==> config.mk <==
export PLATFORM = sky130hd
export DESIGN_NAME = matmul_seq_ctrl_p
export DESIGN_NICKNAME = d
export VERILOG_FILES = /design/src/rtl/matmul_pkg.sv /design/src/rtl/matmul_mac_unit.sv /design/src/rtl/matmul_seq_ctrl_p.sv
export SDC_FILE = /design/constraint.sdc
export NUM_CORES = 1
export LEC_CHECK = 0
export ABC_AREA = 1
export ABC_CLOCK_PERIOD_IN_PS = 6100
export CAP_MARGIN = 20
export CORE_MARGIN = 2
export CORE_UTILIZATION = 45
export CTS_CLUSTER_DIAMETER = 150
export CTS_CLUSTER_SIZE = 10
export DETAILED_ROUTE_END_ITERATION = 8
export PLACE_DENSITY = 0.74
export SYNTH_ARGS = -nofsm -noshare
export SYNTH_HDL_FRONTEND = slang
export SYNTH_HIERARCHICAL = 1
export SYNTH_SLANG_ARGS = --single-unit
==> constraint.sdc <==
create_clock -name clk -period 6.1 [get_ports clk]
set_input_delay 0.915 -clock clk [delete_from_list [all_inputs] [get_ports clk]]
set_output_delay 0.915 -clock clk [all_outputs]
set_load 0.02 [all_outputs]
==> src/rtl/matmul_pkg.sv <==
// Shared types and constants for the sequential matrix-multiply controller.
package matmul_pkg;

    typedef enum logic [3:0] {
        IDLE,
        ADDR_A,
        CAP_A,
        ADDR_B,
        CAP_B,
        MAC,
        ADDR_C,
        CAP_C,
        WRITE,
        NEXT,
        DONE
    } state_t;

    localparam logic [1:0] MSEL_A = 2'd0;
    localparam logic [1:0] MSEL_B = 2'd1;
    localparam logic [1:0] MSEL_C = 2'd2;

    // Smallest accumulator that holds N signed products plus the C operand.
    function automatic int acc_width(input int n, input int data_w);
        return 2 * data_w + $clog2(n) + 1;
    endfunction

endpackage

==> src/rtl/matmul_mac_unit.sv <==
// Operand extension, multiply-accumulate, and result clamping with fit detection.
module matmul_mac_unit #(
    parameter int DATA_W = 8,
    parameter int ACC_W  = 2 * DATA_W + 2,
    parameter int SAT    = 1
) (
    input  logic              clk,
    input  logic              reset,
    input  logic              signed_mode,
    input  logic              mac_en,
    input  logic              first,
    input  logic              add_c,
    input  logic [DATA_W-1:0] a,
    input  logic [DATA_W-1:0] b,
    input  logic [DATA_W-1:0] c,
    output logic [DATA_W-1:0] result,
    output logic              overflow
);

    logic [ACC_W-1:0] acc;
    logic [ACC_W-1:0] product;
    logic             fits;

    function automatic logic [ACC_W-1:0] extend(input logic [DATA_W-1:0] x, input logic s);
        return s ? {{(ACC_W-DATA_W){x[DATA_W-1]}}, x} : {{(ACC_W-DATA_W){1'b0}}, x};
    endfunction

    assign product = extend(a, signed_mode) * extend(b, signed_mode);

    always_ff @(posedge clk) begin
        if (reset) begin
            acc <= '0;
        end else if (mac_en) begin
            acc <= first ? product : acc + product;
        end else if (add_c) begin
            acc <= acc + extend(c, signed_mode);
        end
    end

    // A signed value fits when all bits from the result sign bit upward agree.
    assign fits = signed_mode ? ((&acc[ACC_W-1:DATA_W-1]) || (~|acc[ACC_W-1:DATA_W-1]))
                              : (~|acc[ACC_W-1:DATA_W]);
    assign overflow = ~fits;

    always_comb begin
        result = acc[DATA_W-1:0];
        if (SAT != 0 && !fits) begin
            if (signed_mode) begin
                result = acc[ACC_W-1] ? {1'b1, {(DATA_W-1){1'b0}}} : {1'b0, {(DATA_W-1){1'b1}}};
            end else begin
                result = '1;
            end
        end
    end

endmodule

==> src/rtl/matmul_seq_ctrl_p.sv <==
// Sequential NxN matrix-multiply controller driving one shared matrix memory port.
module matmul_seq_ctrl_p
    import matmul_pkg::*;
#(
    parameter int N      = 3,
    parameter int DATA_W = 8,
    parameter int ACC_W  = acc_width(N, DATA_W),
    parameter int SAT    = 1,
    parameter int IDX_W  = (N > 1) ? $clog2(N) : 1
) (
    input  logic              clk,
    input  logic              reset,
    input  logic              start,
    input  logic              signed_mode,
    input  logic              acc_mode,
    input  logic [DATA_W-1:0] read_data,
    output logic              done,
    output logic              busy,
    output logic              write_enable,
    output logic [1:0]        matrix_select,
    output logic [IDX_W-1:0]  row,
    output logic [IDX_W-1:0]  col,
    output logic [DATA_W-1:0] write_data,
    output logic              overflow
);

    localparam logic [IDX_W-1:0] LAST = IDX_W'(N - 1);

    state_t            state, next_state;
    logic [IDX_W-1:0]  i, j, k;
    logic              signed_l, acc_l;
    logic [DATA_W-1:0] a_reg, b_reg;
    logic [DATA_W-1:0] mac_result;
    logic              mac_ovf;
    logic              accept;

    // A start seen during the done pulse is ignored even though the state is already IDLE.
    assign accept = (state == IDLE) && start && !done;

    always_ff @(posedge clk) begin
        if (reset) state <= IDLE;
        else       state <= next_state;
    end

    always_comb begin
        next_state = state;
        case (state)
            IDLE:    if (accept) next_state = ADDR_A;
            ADDR_A:  next_state = CAP_A;
            CAP_A:   next_state = ADDR_B;
            ADDR_B:  next_state = CAP_B;
            CAP_B:   next_state = MAC;
            MAC:     next_state = (k == LAST) ? (acc_l ? ADDR_C : WRITE) : ADDR_A;
            ADDR_C:  next_state = CAP_C;
            CAP_C:   next_state = WRITE;
            WRITE:   next_state = (i == LAST && j == LAST) ? DONE : NEXT;
            NEXT:    next_state = ADDR_A;
            DONE:    next_state = IDLE;
            default: next_state = IDLE;
        endcase
    end

    always_ff @(posedge clk) begin
        if (reset) begin
            i <= '0; j <= '0; k <= '0;
            signed_l <= 1'b0; acc_l <= 1'b0;
            a_reg <= '0; b_reg <= '0;
            matrix_select <= MSEL_A; row <= '0; col <= '0;
            done <= 1'b0; busy <= 1'b0; overflow <= 1'b0;
        end else begin
            done <= 1'b0;
            case (state)
                IDLE: begin
                    if (accept) begin
                        signed_l <= signed_mode;
                        acc_l    <= acc_mode;
                        i <= '0; j <= '0; k <= '0;
                        overflow <= 1'b0;
                        busy     <= 1'b1;
                    end
                end
                ADDR_A: begin
                    matrix_select <= MSEL_A; row <= i; col <= k;
                end
                CAP_A: a_reg <= read_data;
                ADDR_B: begin
                    matrix_select <= MSEL_B; row <= k; col <= j;
                end
                CAP_B: b_reg <= read_data;
                MAC: begin
                    // Without a C fetch the write address is set up here so WRITE drives it directly.
                    if (k == LAST) begin
                        if (!acc_l) begin
                            matrix_select <= MSEL_C; row <= i; col <= j;
                        end
                    end else begin
                        k <= k + IDX_W'(1);
                    end
                end
                ADDR_C: begin
                    matrix_select <= MSEL_C; row <= i; col <= j;
                end
                WRITE: overflow <= overflow | mac_ovf;
                NEXT: begin
                    k <= '0;
                    if (j == LAST) begin
                        j <= '0;
                        i <= i + IDX_W'(1);
                    end else begin
                        j <= j + IDX_W'(1);
                    end
                end
                DONE: begin
                    done <= 1'b1;
                    busy <= 1'b0;
                end
                default: ;
            endcase
        end
    end

    assign write_enable = (state == WRITE);
    assign write_data   = write_enable ? mac_result : '0;

    matmul_mac_unit #(
        .DATA_W (DATA_W),
        .ACC_W  (ACC_W),
        .SAT    (SAT)
    ) u_mac (
        .clk         (clk),
        .reset       (reset),
        .signed_mode (signed_l),
        .mac_en      (state == MAC),
        .first       (k == '0),
        .add_c       (state == CAP_C),
        .a           (a_reg),
        .b           (b_reg),
        .c           (read_data),
        .result      (mac_result),
        .overflow    (mac_ovf)
    );

endmodule

### Yosys cells after proc, flatten, opt, wreduce, memory -nomap -nowiden

Index checks and enable logic that the tools add are counted.

| word-level totals | value |
|---|---|
| output and inout port bits | 18 |
| flip-flop bits (word level) | 56 |
| logic and storage cells | 109 |
| input bits | 13 |

| operators by class | value |
|---|---|
| multipliers | 1 |
| bitwise logic cells | 2 |
| reductions and logical operators | 31 |
| multiplexer cells | 37 |
| add/subtract/negate cells | 5 |
| equal/unequal tests | 18 |

Operators with widths:

| cell | count |
|---|---|
| $mux 19 | 6 |
| $pmux 4 s10 | 1 |
| $add 19x19->19 | 2 |
| $mux 8 | 4 |
| $mux 2 | 11 |
| $mul 19x19->19 | 1 |
| $pmux 2 s3 | 3 |
| $eq 4x3->1 const B | 4 |
| $reduce_and 3->1 | 5 |
| $eq 4x4->1 const B | 3 |
| $mux 4 | 3 |
| $reduce_and 12->1 | 1 |
| $reduce_or 12->1 | 1 |
| $reduce_or 11->1 | 1 |
| $ne 2x2->1 const B | 5 |
| $reduce_bool 3->1 | 3 |
| $eq 4x2->1 const B | 2 |
| $pmux 2 s2 | 2 |
| $pmux 2 s4 | 1 |
| $reduce_and 2->1 | 4 |
| $reduce_bool 2->1 | 4 |
| $add 2x1->2 const B | 3 |
| $eq 2x2->1 const B | 3 |
| $eq 4x1->1 const B | 1 |
| 11 further kinds | 20 |

### Longest topological paths before layout

| logic depth | value |
|---|---|
| word-level depth | 7 |
| mapped depth | 37 |
| depth with buffers taken out | 36 |

### Cells and area by module

The synthesis kept the hierarchy.

Modules (own cells, without submodules):

| module | cells an instance | area each (µm²) | times used | sequential area each (µm²) |
|---|---|---|---|---|
| matmul_mac_unit | 1207 | 8132.8 | 1 | 380.4 |
| matmul_seq_ctrl_p | 263 | 1759.2 | 1 | 740.7 |

### Worst setup path after synthesis

Ideal clock, no wire load.

| timing path | value |
|---|---|
| path type | reg-to-reg |
| start | register a_reg[7] |
| end | register u_mac.acc[18] |
| setup slack | -529 ps |
| data required time | 6034 ps |
| setup time | 66 ps |
| buffers on the path | 1 |
| clock period less this slack | 6629 ps |
| stages on the path, launching flop included | 33 |
| data arrival time | 6563 ps |
| path through | dfxtp_1 -> clkbuf_1 -> nand2_1 -> nor2_1 -> inv_1 -> fa_1 -> xnor2_1 -> ha_1 -> inv_1 -> fa_1 -> inv_1 -> fa_1 -> inv_1 -> fa_1 -> fa_1 -> inv_1 -> ha_1 -> a21oi_1 -> o21ai_0 -> a21o_1 -> a21oi_1 -> xnor2_1 -> ha_1 -> nand2_1 -> nor3_1 -> nand3_1 -> nand3_1 -> nand2_1 -> nand3_1 -> inv_1 -> nand3_2 -> nand3_2 -> a21oi_2 |

| between the ends | value |
|---|---|
| longest elaborated chain between the ends | 5 |

Ends and longest elaborated chain:

| item | line | text |
|---|---|---|
| start: declaration | matmul_seq_ctrl_p.sv:32 | `logic [DATA_W-1:0] a_reg, b_reg;` |
| start signal: assignment | matmul_seq_ctrl_p.sv:85 | `CAP_A: a_reg <= read_data;` |
| $mux 19 * | matmul_mac_unit.sv:25 | `return s ? {{(ACC_W-DATA_W){x[DATA_W-1]}}, x} : {{(ACC_W-DATA_W){1'b0}}, x};` |
| $mul 19x19->19 * | matmul_mac_unit.sv:28 | `assign product = extend(a, signed_mode) * extend(b, signed_mode);` |
| $add 19x19->19 | matmul_mac_unit.sv:34 | `acc <= first ? product : acc + product;` |
| $mux 19 * | matmul_mac_unit.sv:34 |  |
| $mux 19 * | matmul_mac_unit.sv:33 | `end else if (mac_en) begin` |
| end signal: assignment | matmul_mac_unit.sv:34 |  |
| end signal: assignment | matmul_mac_unit.sv:36 | `acc <= acc + extend(c, signed_mode);` |
| end: declaration | matmul_mac_unit.sv:20 | `logic [ACC_W-1:0] acc;` |

Mark *: on every way between the ends. The rest lies on a longest branch, timed or not.
A chain may end at the register's enable or synchronous reset.

### Worst setup path in the final report

| timing path | value |
|---|---|
| start | register a_reg[7] |
| end | register u_mac.acc[13] |

The elaborated chain is that of the path after synthesis.

==> run summary <==
First-pass DRT Iterations - 6
Worst setup margin - -366 ps
Global-route wire length before repair - 48.2 mm
Clk sinks - 56
Initial DRC count - 802
H-tree Lvls - 2
Avg Inst Size Synth - 6.73 sq um
Initial antenna violation count - 0
Worst Hold Class - flip-flop to flip-flop
CTS max path bufs - 2
Fin. Hold Viols - 0
Wire per inst - 15.6 microns
Cell area after synthesis - 9890 sq um
Io pins - 31
Mapped Nets - 1690
Seq cells post-synth - 56
Reg2Reg Setup Slack - -370 ps
Max_slew headroom - 48.8%
RSZ-0062 raised after global routing - true
Slew @ Worst Pin - 768 ps
Post-Synthesis Cells - 1470
Sequential area share after synthesis - 11.3%
Async SR Flop Fraction - 0%
Core area - 21700 sq um
Worst-path clk slew - 80 ps
Leak - 0.00699 uW
Most used DFF post-synth - dfxtp_1
Drt via density - 5.23
Die H - 152 microns
Most frequent cell after synthesis - inv_1
Period utilization - 106%
Yosys cell types - 45
RePlAce Congestion - 0.939
Critical Path Max Stage Delay - 650 ps
Root Driver - clkbuf_16
DPL Wire Length - 22.8 mm
Commonest cells post-synth - inv_1, nand2_1, nor2_1, ha_1, fa_1
Die area - 23200 sq um
ANT cells - 0
NumNets Final - 1853
Status - complete, but fails checks
I/O Buffers - 30
TritonCTS buffer count - 5
Achievable Freq - 155 MHz
DRT Wirelength - 29.9 mm
Max cap viols - 0
Worst path slowest cell - fa_2
Largest register FFs - 19
Routed via count - 10000
Element type at the critical path start - flip-flop
Worst VDD drop - 193 uV
CTS tree - built
Starting density of the core - 45.6%
Worst-Skew Late Latency - 310 ps
Failing checks - negative setup slack
Post-synth top area cell - fa_1
Gr ovfl total - 0
Slew Limit Fails - 0
Antenna viol nets, final - 0
Crit path kind - flip-flop to flip-flop
Non-Filler Instances - 1914
Syn. warnings - 6
Pwr Density - 131 nW/um^2
Number of global-route vias before repair - 10000
Post-synth EDFFs - 0
Skew final - 8.44 ps
Crit path DAT - 6710 ps
Final Setup Violations - 6
Fin crit period - 6470 ps
Top post-synthesis cells by area - fa_1, ha_1, inv_1
Crit end category - flip-flop
DRC - 0
Post-synth top area share - 19.6%
Dpl cells - 1876
Design Power - 1680 uW
Area Growth Syn to Fin - 29.4%
Critical Path RT - 6340 ps
Die width - 152 microns
Crit path max fanout - 7
# rows - 54
Largest net degree at the start of global routing - 31
GR Util All Layers - 24.9%
Share of cells above drive strength 1 - 23.3%
Filler cells - 1884
-- cell type report --
| class | count | area (sq um) | share of cell area [%] |
|---|---|---|---|
| clock buffers | 5 | 125 | 0.977 |
| clock inverters | 3 | 27.5 | 0.215 |
| inverters | 336 | 1280 | 10.0 |
| multi-input cells | 1045 | 8320 | 65.0 |
| flip-flops and latches | 56 | 1150 | 8.95 |
| well taps | 280 | 350 | 2.74 |
| repair buffers | 189 | 1560 | 12.1 |
-- path summary, 6_finish.rpt --
| check | from | cells past startpoint | to |
|---|---|---|---|
| max | a_reg[7] | 32 | u_mac/acc[13] |
| min | matrix_select[1] | 2 | matrix_select[1] |
| max reg2reg | a_reg[7] | 32 | u_mac/acc[13] |
| min reg2reg | matrix_select[1] | 2 | matrix_select[1] |
-- critical path: cells and delay by family (launching register included) --
kind	cells	cell delay, ps
AND/OR/NAND/NOR	7	610
buffers and inverters	8	550
AO/OA/AOI/OAI	7	1000
adder cells (fa/ha/maj)	8	3480
XOR/XNOR	2	330
flip-flops	1	410
-- power breakdown --
group | internal, uW | switching, uW | total, uW
registers | 431 | 78.6 | 510
logic | 340 | 511 | 852
clock network | 157 | 159 | 316
-- layout by cell type (no fill, tap or decap), drive strengths merged, types with 2 or more instances in the layout --
cell type / netlist / routed
a21o: 8 / 8
a21oi: 89 / 89
a31oi: 12 / 12
buf: 9 / 159
clkbuf: 24 / 5
clkdlybuf4s50: 0 / 30
clkinv: 5 / 6
dfxtp: 56 / 56
fa: 97 / 97
ha: 110 / 110
inv: 331 / 332
nand2: 308 / 308
nand3: 70 / 70
nand3b: 3 / 3
nand4: 17 / 17
nor2: 154 / 154
nor3: 13 / 13
nor4: 4 / 4
o2111ai: 2 / 2
o211ai: 4 / 4
o21ai: 95 / 95
o21bai: 7 / 7
o22ai: 2 / 2
o31ai: 3 / 3
or2: 4 / 4
xnor2: 10 / 10
xor2: 28 / 28
-- per-layer routing --
| metal | wire (microns) | up-vias | track usage [%] |
|---|---|---|---|
| met5 | 0 | - | 0 |
| met4 | 881 | 0 | 7.74 |
| met3 | 1350 | 65 | 2.13 |
| met2 | 14500 | 328 | 43.1 |
| met1 | 13200 | 4709 | 33.0 |
| li1 | - | 4915 | - |
-- stage by stage --
step           setup TNS (ps)  hold WS [ps]  setup WS [ps]  util (%)  area (sq um)
5_1_grt                 -3530           472           -616      59.0         12800
3_5_place_dp            -2650           444           -583      52.8         11500
3_3_place_gp            -1560           437           -347      52.8         11500
2_1_floorplan               0           429         0.0502         -         10000
6_report                -1740           450           -366      59.0         12800
4_1_cts                  -357           456           -157      56.2         12200
-- timing repair --
item                       in CTS  in global routing
hold buffers                    0                  0
pin swaps                      59                 59
gates resized for setup        88                126
setup buffers                  20                 11
setup endpoints to repair       7                 10
-- kinds of logic (layout without fill, tap and decap cells) --
kind of cell / after synthesis / after routing / share of synthesized area [%]
AOI/OAI and AO/OA: 226 / 226 / 12.7
xor gates and xnor gates: 38 / 38 / 3.36
adders and majority gates: 207 / 207 / 33.5
and+or+nand+nor: 574 / 574 / 24.7
DFF: 56 / 56 / 11.3
buffers and inverters: 369 / 533 / 14.4
Power figures use the tool's default switching activity.
